## config.mk

```make
export PLATFORM = sky130hd
export DESIGN_NAME = hierarchy_result_acc
export DESIGN_NICKNAME = d
export VERILOG_FILES = /design/src/rtl/hierarchy_result_acc.sv
export SDC_FILE = /design/constraint.sdc
export NUM_CORES = 1
export LEC_CHECK = 0
export CAP_MARGIN = 25
export CORE_AREA = 2 2 122 124
export DETAILED_ROUTE_END_ITERATION = 10
export DIE_AREA = 0 0 124 126
export PLACE_DENSITY = 0.89
export SKIP_CTS_REPAIR_TIMING = 1
export SLEW_MARGIN = 20
export SYNTH_ARGS = -nofsm -noshare
export SYNTH_HDL_FRONTEND = slang
export SYNTH_SLANG_ARGS = --single-unit
```

## constraint.sdc

```tcl
create_clock -name clk -period 2.9 [get_ports clk]
set_input_delay 0.435 -clock clk [delete_from_list [all_inputs] [get_ports clk]]
set_output_delay 0.435 -clock clk [all_outputs]
set_load 0.005 [all_outputs]
```

## src/rtl/hierarchy_result_acc.sv

```systemverilog
// rtl/hierarchy_result_acc.sv - windowed four-channel accumulator behind the hierarchy_sub result buses.
// Accumulates y1..y4 over WINDOW accepted samples and holds one registered result per window.
module hierarchy_result_acc #(
  parameter int WIDTH    = 8,
  parameter int ACC_W    = 16,
  parameter int WINDOW   = 4,
  parameter int SIGNED_Y = 1
) (
  input  logic             clk,
  input  logic             reset_n,
  input  logic             in_valid,
  output logic             in_ready,
  input  logic [WIDTH-1:0] y1,
  input  logic [WIDTH-1:0] y2,
  input  logic [WIDTH-1:0] y3,
  input  logic [WIDTH-1:0] y4,
  input  logic             flush,
  output logic             out_valid,
  input  logic             out_ready,
  output logic [ACC_W-1:0] sum1,
  output logic [ACC_W-1:0] sum2,
  output logic [ACC_W-1:0] sum3,
  output logic [ACC_W-1:0] sum4,
  output logic [ACC_W-1:0] out_n,
  output logic             ovf
);

  localparam int CNT_W = $clog2(WINDOW + 1);

  typedef enum logic {
    ACCUM = 1'b0,
    HOLD  = 1'b1
  } state_t;

  state_t           state_q, state_d;
  logic             in_ready_q, in_ready_d;
  logic             out_valid_q, out_valid_d;
  logic [CNT_W-1:0] cnt_q, cnt_d;
  logic [ACC_W-1:0] acc_q [4];
  logic [ACC_W-1:0] acc_d [4];
  logic             win_ovf_q, win_ovf_d;
  logic [ACC_W-1:0] sum_q [4];
  logic [ACC_W-1:0] sum_d [4];
  logic [ACC_W-1:0] out_n_q, out_n_d;
  logic             ovf_q, ovf_d;

  logic [WIDTH-1:0] y_in [4];
  logic [ACC_W-1:0] ext  [4];
  logic [ACC_W:0]   wide [4];
  logic [3:0]       step_ovf;
  logic             accept;
  logic             last_beat;
  logic             emit;
  logic             beat_ovf;
  logic [CNT_W-1:0] cnt_inc;

  assign y_in[0] = y1;
  assign y_in[1] = y2;
  assign y_in[2] = y3;
  assign y_in[3] = y4;

  // y2/y3 are the adder results and may be two's complement; y1/y4 are raw bit patterns.
  always_comb begin
    for (int i = 0; i < 4; i++) begin
      if ((SIGNED_Y != 0) && (i == 1 || i == 2)) begin
        ext[i]      = {{(ACC_W-WIDTH){y_in[i][WIDTH-1]}}, y_in[i]};
        wide[i]     = {1'b0, acc_q[i]} + {1'b0, ext[i]};
        step_ovf[i] = (acc_q[i][ACC_W-1] == ext[i][ACC_W-1]) &&
                      (wide[i][ACC_W-1] != acc_q[i][ACC_W-1]);
      end else begin
        ext[i]      = {{(ACC_W-WIDTH){1'b0}}, y_in[i]};
        wide[i]     = {1'b0, acc_q[i]} + {1'b0, ext[i]};
        step_ovf[i] = wide[i][ACC_W];
      end
    end
  end

  assign accept    = in_valid && in_ready_q;
  assign last_beat = accept && (cnt_q == CNT_W'(WINDOW - 1));
  assign emit      = last_beat || (in_ready_q && flush && ((cnt_q != '0) || accept));
  assign beat_ovf  = accept && (|step_ovf);
  assign cnt_inc   = cnt_q + CNT_W'(accept);

  always_ff @(posedge clk or negedge reset_n) begin
    if (!reset_n) begin
      state_q     <= ACCUM;
      in_ready_q  <= 1'b0;
      out_valid_q <= 1'b0;
    end else begin
      state_q     <= state_d;
      in_ready_q  <= in_ready_d;
      out_valid_q <= out_valid_d;
    end
  end

  always_comb begin
    state_d = state_q;
    case (state_q)
      ACCUM:   if (emit) state_d = HOLD;
      HOLD:    if (out_valid_q && out_ready) state_d = ACCUM;
      default: state_d = ACCUM;
    endcase
  end

  // Handshake outputs are flops decoded from the next state, so out_ready never reaches in_ready combinationally.
  always_comb begin
    in_ready_d  = (state_d == ACCUM);
    out_valid_d = (state_d == HOLD);
  end

  always_comb begin
    cnt_d     = cnt_q;
    win_ovf_d = win_ovf_q;
    out_n_d   = out_n_q;
    ovf_d     = ovf_q;
    for (int i = 0; i < 4; i++) begin
      acc_d[i] = acc_q[i];
      sum_d[i] = sum_q[i];
    end
    if (accept) begin
      cnt_d     = cnt_inc;
      win_ovf_d = win_ovf_q || beat_ovf;
      for (int i = 0; i < 4; i++) acc_d[i] = wide[i][ACC_W-1:0];
    end
    if (emit) begin
      out_n_d   = ACC_W'(cnt_inc);
      ovf_d     = win_ovf_q || beat_ovf;
      cnt_d     = '0;
      win_ovf_d = 1'b0;
      for (int i = 0; i < 4; i++) begin
        sum_d[i] = accept ? wide[i][ACC_W-1:0] : acc_q[i];
        acc_d[i] = '0;
      end
    end
  end

  always_ff @(posedge clk or negedge reset_n) begin
    if (!reset_n) begin
      cnt_q     <= '0;
      win_ovf_q <= 1'b0;
      out_n_q   <= '0;
      ovf_q     <= 1'b0;
      for (int i = 0; i < 4; i++) begin
        acc_q[i] <= '0;
        sum_q[i] <= '0;
      end
    end else begin
      cnt_q     <= cnt_d;
      win_ovf_q <= win_ovf_d;
      out_n_q   <= out_n_d;
      ovf_q     <= ovf_d;
      for (int i = 0; i < 4; i++) begin
        acc_q[i] <= acc_d[i];
        sum_q[i] <= sum_d[i];
      end
    end
  end

  assign in_ready  = in_ready_q;
  assign out_valid = out_valid_q;
  assign sum1      = sum_q[0];
  assign sum2      = sum_q[1];
  assign sum3      = sum_q[2];
  assign sum4      = sum_q[3];
  assign out_n     = out_n_q;
  assign ovf       = ovf_q;

endmodule
```

; ---- After elaboration in Yosys (flattened, before gate mapping)
; Cells that the tools add are included.
[totals]
output_inout_bits = 83
reg_bits = 138
input_bits = 37
[classes]
mux = 13
n_eq_ne = 5
reduce_logical = 14
n_addsub = 5
bitwise_logic = 2
[op_table]
columns = op, n
row1 = $mux W64, 2
row2 = $mux W16, 4
row3 = $add A16 B8 Y17, 2
row4 = $add A16 B16 Y16, 2
row5 = $logic_and A1 B1 Y1, 8
row6 = $mux W3, 2
row7 = $mux W1, 4
row8 = $reduce_or A4 Y1, 1
row9 = $add A3 B1 Y3, 1
row10 = $eq A3 B2 Y1 const B, 1
row11 = $logic_or A1 B1 Y1, 3
row12 = $reduce_bool A3 Y1, 1
row13 = $eq A1 B1 Y1, 2
row14 = $ne A1 B1 Y1, 2
row15 = $not A1 Y1, 2
row16 = $pmux W1 S2, 1
row17 = $reduce_bool A2 Y1, 1

; ---- Longest topological paths before layout
[logic_depth]
depth_word = 8
depth_mapped = 10
mapped_depth_nobuf = 10

; ---- Least setup slack after synthesis
; OpenSTA, ideal clock, no wires.
[synth_timing]
kind = input -> register
from = input port y4[0]
to = register ovf_q, in the netlist ovf
path_stages = 9
path_slack_ps = 412
n_path_buf = 0
t_arrival_ps = 2353
path_cell_list = ha_1 > fa_1 > a211oi_2 > o21ai_1 > a31o_2 > a21oi_2 > o221ai_1 > nor4b_2 > a31oi_1
[synth_between]
elab_chain_cells = 4
[synth_lines]
columns = item, line_no
row1 = start: declaration, 16  ; input logic [WIDTH-1:0] y4,
row2 = $add A16 B8 Y17, 72  ; wide[i] = {1'b0, acc_q[i]} + {1'b0, ext[i]};
row3 = $reduce_or A4 Y1, 81  ; assign beat_ovf = accept && (|step_ovf);
row4 = $logic_and A1 B1 Y1, 81
row5 = $logic_or A1 B1 Y1, 127  ; ovf_d = win_ovf_q || beat_ovf;
row6 = end signal: assignment, 151  ; ovf_q <= ovf_d;
row7 = end: declaration, 45  ; logic ovf_q, ovf_d;
; No other way between the ends.
; A chain may end at the register's enable or synchronous reset.

; ---- Final worst setup path
[layout_timing]
from = input port y1[0]
to = register ovf_q, in the netlist ovf
[layout_between]
elab_chain_cells = 4
[layout_lines]
columns = item, line_no
row1 = start: declaration, 13  ; input logic [WIDTH-1:0] y1,
row2 = $add A16 B8 Y17, 72
row3 = $reduce_or A4 Y1, 81
row4 = $logic_and A1 B1 Y1, 81
row5 = $logic_or A1 B1 Y1, 127
; No other way between the ends.

==> metrics.txt <==
unrepaired setup endpoints after global routing=false; H-tree lvl count=4; Mean Syn Cell Area=around 9.4 um2; commonest non-fill, non-tap cell in the layout=nor2_1; Critical Path Slowest Stage Cell=clkdlybuf4s50_1; CTS sink count=138; number of antenna violations at the first check in global routing=0; Die ar.=15600 um2; Max Buffers Root-to-Sink=2; Post-synth ARST share=1.00; vias in the first global route=between 5000 and 6000; Final period util=0.904; setup violation total in the final timing report=0; TritonRoute pass-1 iters=5; placed cell count=1093; post-route minimum period=approximately 2.6 ns; Post-Route WL=16.4 mm; timing-limited maximum frequency=0.381 GHz; fraction of the yosys area taken by sequential cells=0.457; I/O pin count=120; grt ovf=0; violations in the final reports=hold timing; remaining design rule violation count=0; Initial Util=0.528; share of layout cells above drive strength 1=0.0903; routed via count=6191; leading cell types by total area after synthesis=dfrtp_1, ha_1, nor2_1, a21oi_1, xnor2_1; cell seen most often among critical-path stages=a21oi_1; root buf cell=clkbuf_16; relative contribution of combinational cells to total power=0.459; most used cells in the layout excluding fill and tap cells=nor2_1, dfrtp_1, a21oi_1, clkdlybuf4s50_1, ha_1; number of storage elements in the synthesis netlist=138; number of cells traversed by the worst register-to-register path=9; static leakage=4.29 nW; area overhead of the layout relative to synthesis=26.8%; portion of synthesized cell area occupied by the leading cell type=0.457; power per cell area=1090 nW/um2; startpoint type of the worst setup path=input pin; number of enable-type register cells in the synthesized netlist=0; RR Startpoint=acc_q[0]; count of different cell masters after synthesis=between 60 and 70; critical path arrival=2.90 ns; YS warnings=0; Worst VDD drop=0.000630 V; detailed-route vias per instance=roughly 5.5; weighted congestion reported at the end of routability-driven placement=0.848; count of port buffers added during placement=106; die width=124 um; synthesized instance count=806; required time of the critical path=3.18 ns; Max-slew headroom=0.545; setup clock skew after layout=0.00726 ns; transition time at the pin with the least slew margin=0.682 ns; Clock Latency Late Sink=0.42 ns; Power Internal=0.00672 W; clock-pin slew on the worst setup and hold paths=0.06 ns; area taken by multi-input logic gates=around 3900 um2; share of total power in the clock network=0.233; Fillers=1131; Hold Violations, Final=7; total standard cell area after synthesis=7560 um2; Inserted Clock Buffers=17; FP Rows=44; highest net fanout along the worst path=3; sequential fraction of design power=0.308; GRT Resource Usage Total=0.224; height of the die=126 um; Tightest Hold Check Type=in -> async; Reg2Reg Capture Point=ovf; instance area at placement=8920 um2; Worst Setup Path Type=in -> reg; Core Area=14300 um2; global-route wire length before repair=27.8 mm; DP HPWL=11.6 mm; detail-routed net length per standard cell=approximately 15 um; critical path cell sequence=clkdlybuf4s50_1 -> ha_1 -> fa_1 -> a21oi_1 -> o21ai_0 -> a21oi_1 -> a211o_1 -> o221ai_1 -> nor4b_2 -> a31oi_1; largest net degree at the start of global routing=66; worst-case register-to-register setup slack=about 0.34 ns; worst stage delay on the critical path=0.40 ns; maxcap violations=0; Final Non-Filler Cells=1125; switch share=0.357; pins over their slew limit=0; primary flip-flop cell chosen by synthesis mapping=dfrtp_1; sort of element at the end of the critical path=flop; post-route ant nets=0; 1st-iter DRT viols=375; Diodes inserted=0; sequential cell area=~3500 um2; final net count=1017; clock tree from TritonCTS=done; switching power=~0.0037 W; cell area after layout=9590 um2; outcome=finished, violations left; cell type with the largest total area after synthesis=dfrtp_1; hold slack final=-0.0298 ns
==> critical path, delay by kind of cell <==
| family | cells | cell delay (ns) |
|---|---|---|
| adder cells (fa/ha/maj) | 2 | 0.63 |
| AND/OR/NAND/NOR | 1 | 0.32 |
| AO/OA/AOI/OAI | 6 | 1.10 |
| buffers and inverters | 1 | 0.40 |
==> routing by layer <==
| metal | up-vias | global-route usage | part of all wire |
|---|---|---|---|
| met2 | 143 | 0.365 | 0.49 |
| met3 | 20 | 0.0598 | 0.051 |
| met4 | 0 | 0.0661 | 0.012 |
| met5 | - | 0 | 0 |
| li1 | 3056 | - | - |
| met1 | 2972 | 0.293 | 0.45 |
==> stage by stage <==
step	hold WS, ns	util	total power, W	TNS (ns)	setup WS, ns
after CTS	-0.00315	0.670	0.0105	0	0.297
after floorplan	0.139	-	0.00616	0	0.412
after global routing	0.0129	0.670	0.0113	0	0.0670
after global placement	0.443	0.623	0.00783	-0.188	-0.0487
after detailed placement	0.456	0.623	0.00804	-0.915	-0.129
final	-0.0298	0.670	0.0105	0	0.278
==> worst max path at each step <==
stage               start  endpoint  cells after the start  slack [ns]
finish              y1[0]       ovf                     10        0.28
global route        y1[0]       ovf                     10        0.07
CTS                 y4[0]       ovf                     10        0.30
detailed placement  y4[0]       ovf                     10       -0.13
global placement    y4[0]       ovf                     10       -0.05
floorplan           y4[0]       ovf                      9        0.41
==> registers in the layout, summed over array words and instances (netlist names) <==
| register | flops |
|---|---|
| sum4 | 16 |
| sum2 | 16 |
| sum1 | 16 |
| sum3 | 16 |
| win_ovf_q | 1 |
| ovf | 1 |
| acc_q | 64 |
| out_n | 3 |
| in_ready | 1 |
| out_valid | 1 |
| cnt_q | 3 |
==> cells in the mapped netlist (all sizes together) (7+ instances only) <==
library cell,n
clkbuf,24
nand2,47
o21ai,32
xnor2,31
ha,48
a31oi,11
a21oi,111
o211ai,9
a21o,8
nor2,143
or3,7
and2,9
buf,23
a211oi,7
dfrtp,138
xor2,12
nand3,12
mux2i,17
nor3,19
o21a,11
inv,18
==> layout make-up <==
class,count,area share
clock buffer,21,0.0501
clock inverter,11,0.0197
inverter,18,0.00705
multi-input combinational,615,0.403
sequential,138,0.360
tap,184,0.0240
timing repair buffer,138,0.136
==> power by group through the flow <==
| stage | combinational [W] | clock [W] | sequential, W |
|---|---|---|---|
| floorplan | 0.00297 | 0 | 0.00319 |
| global placement | 0.00462 | 0 | 0.00321 |
| detailed placement | 0.00480 | 0 | 0.00324 |
| CTS | 0.00484 | 0.00247 | 0.00322 |
| global route | 0.00539 | 0.00256 | 0.00332 |
| finish | 0.00480 | 0.00244 | 0.00322 |
==> logic make-up (layout without fill, tap and decap cells) <==
family                   Yosys count  in the layout  share of synthesized area
AO/OA/AOI/OAI                    217            217                      0.178
XOR/XNOR                          43             43                     0.0498
adder cells (fa/ha/maj)           52             52                     0.0900
buffers and inverters             65            188                     0.0402
flip-flops                       138            138                      0.457
multiplexers                      18             18                     0.0240
other                              1             13                   0.000496
AND/OR/NAND/NOR                  272            272                      0.161
No activity file was read; power rests on OpenSTA's default activity.
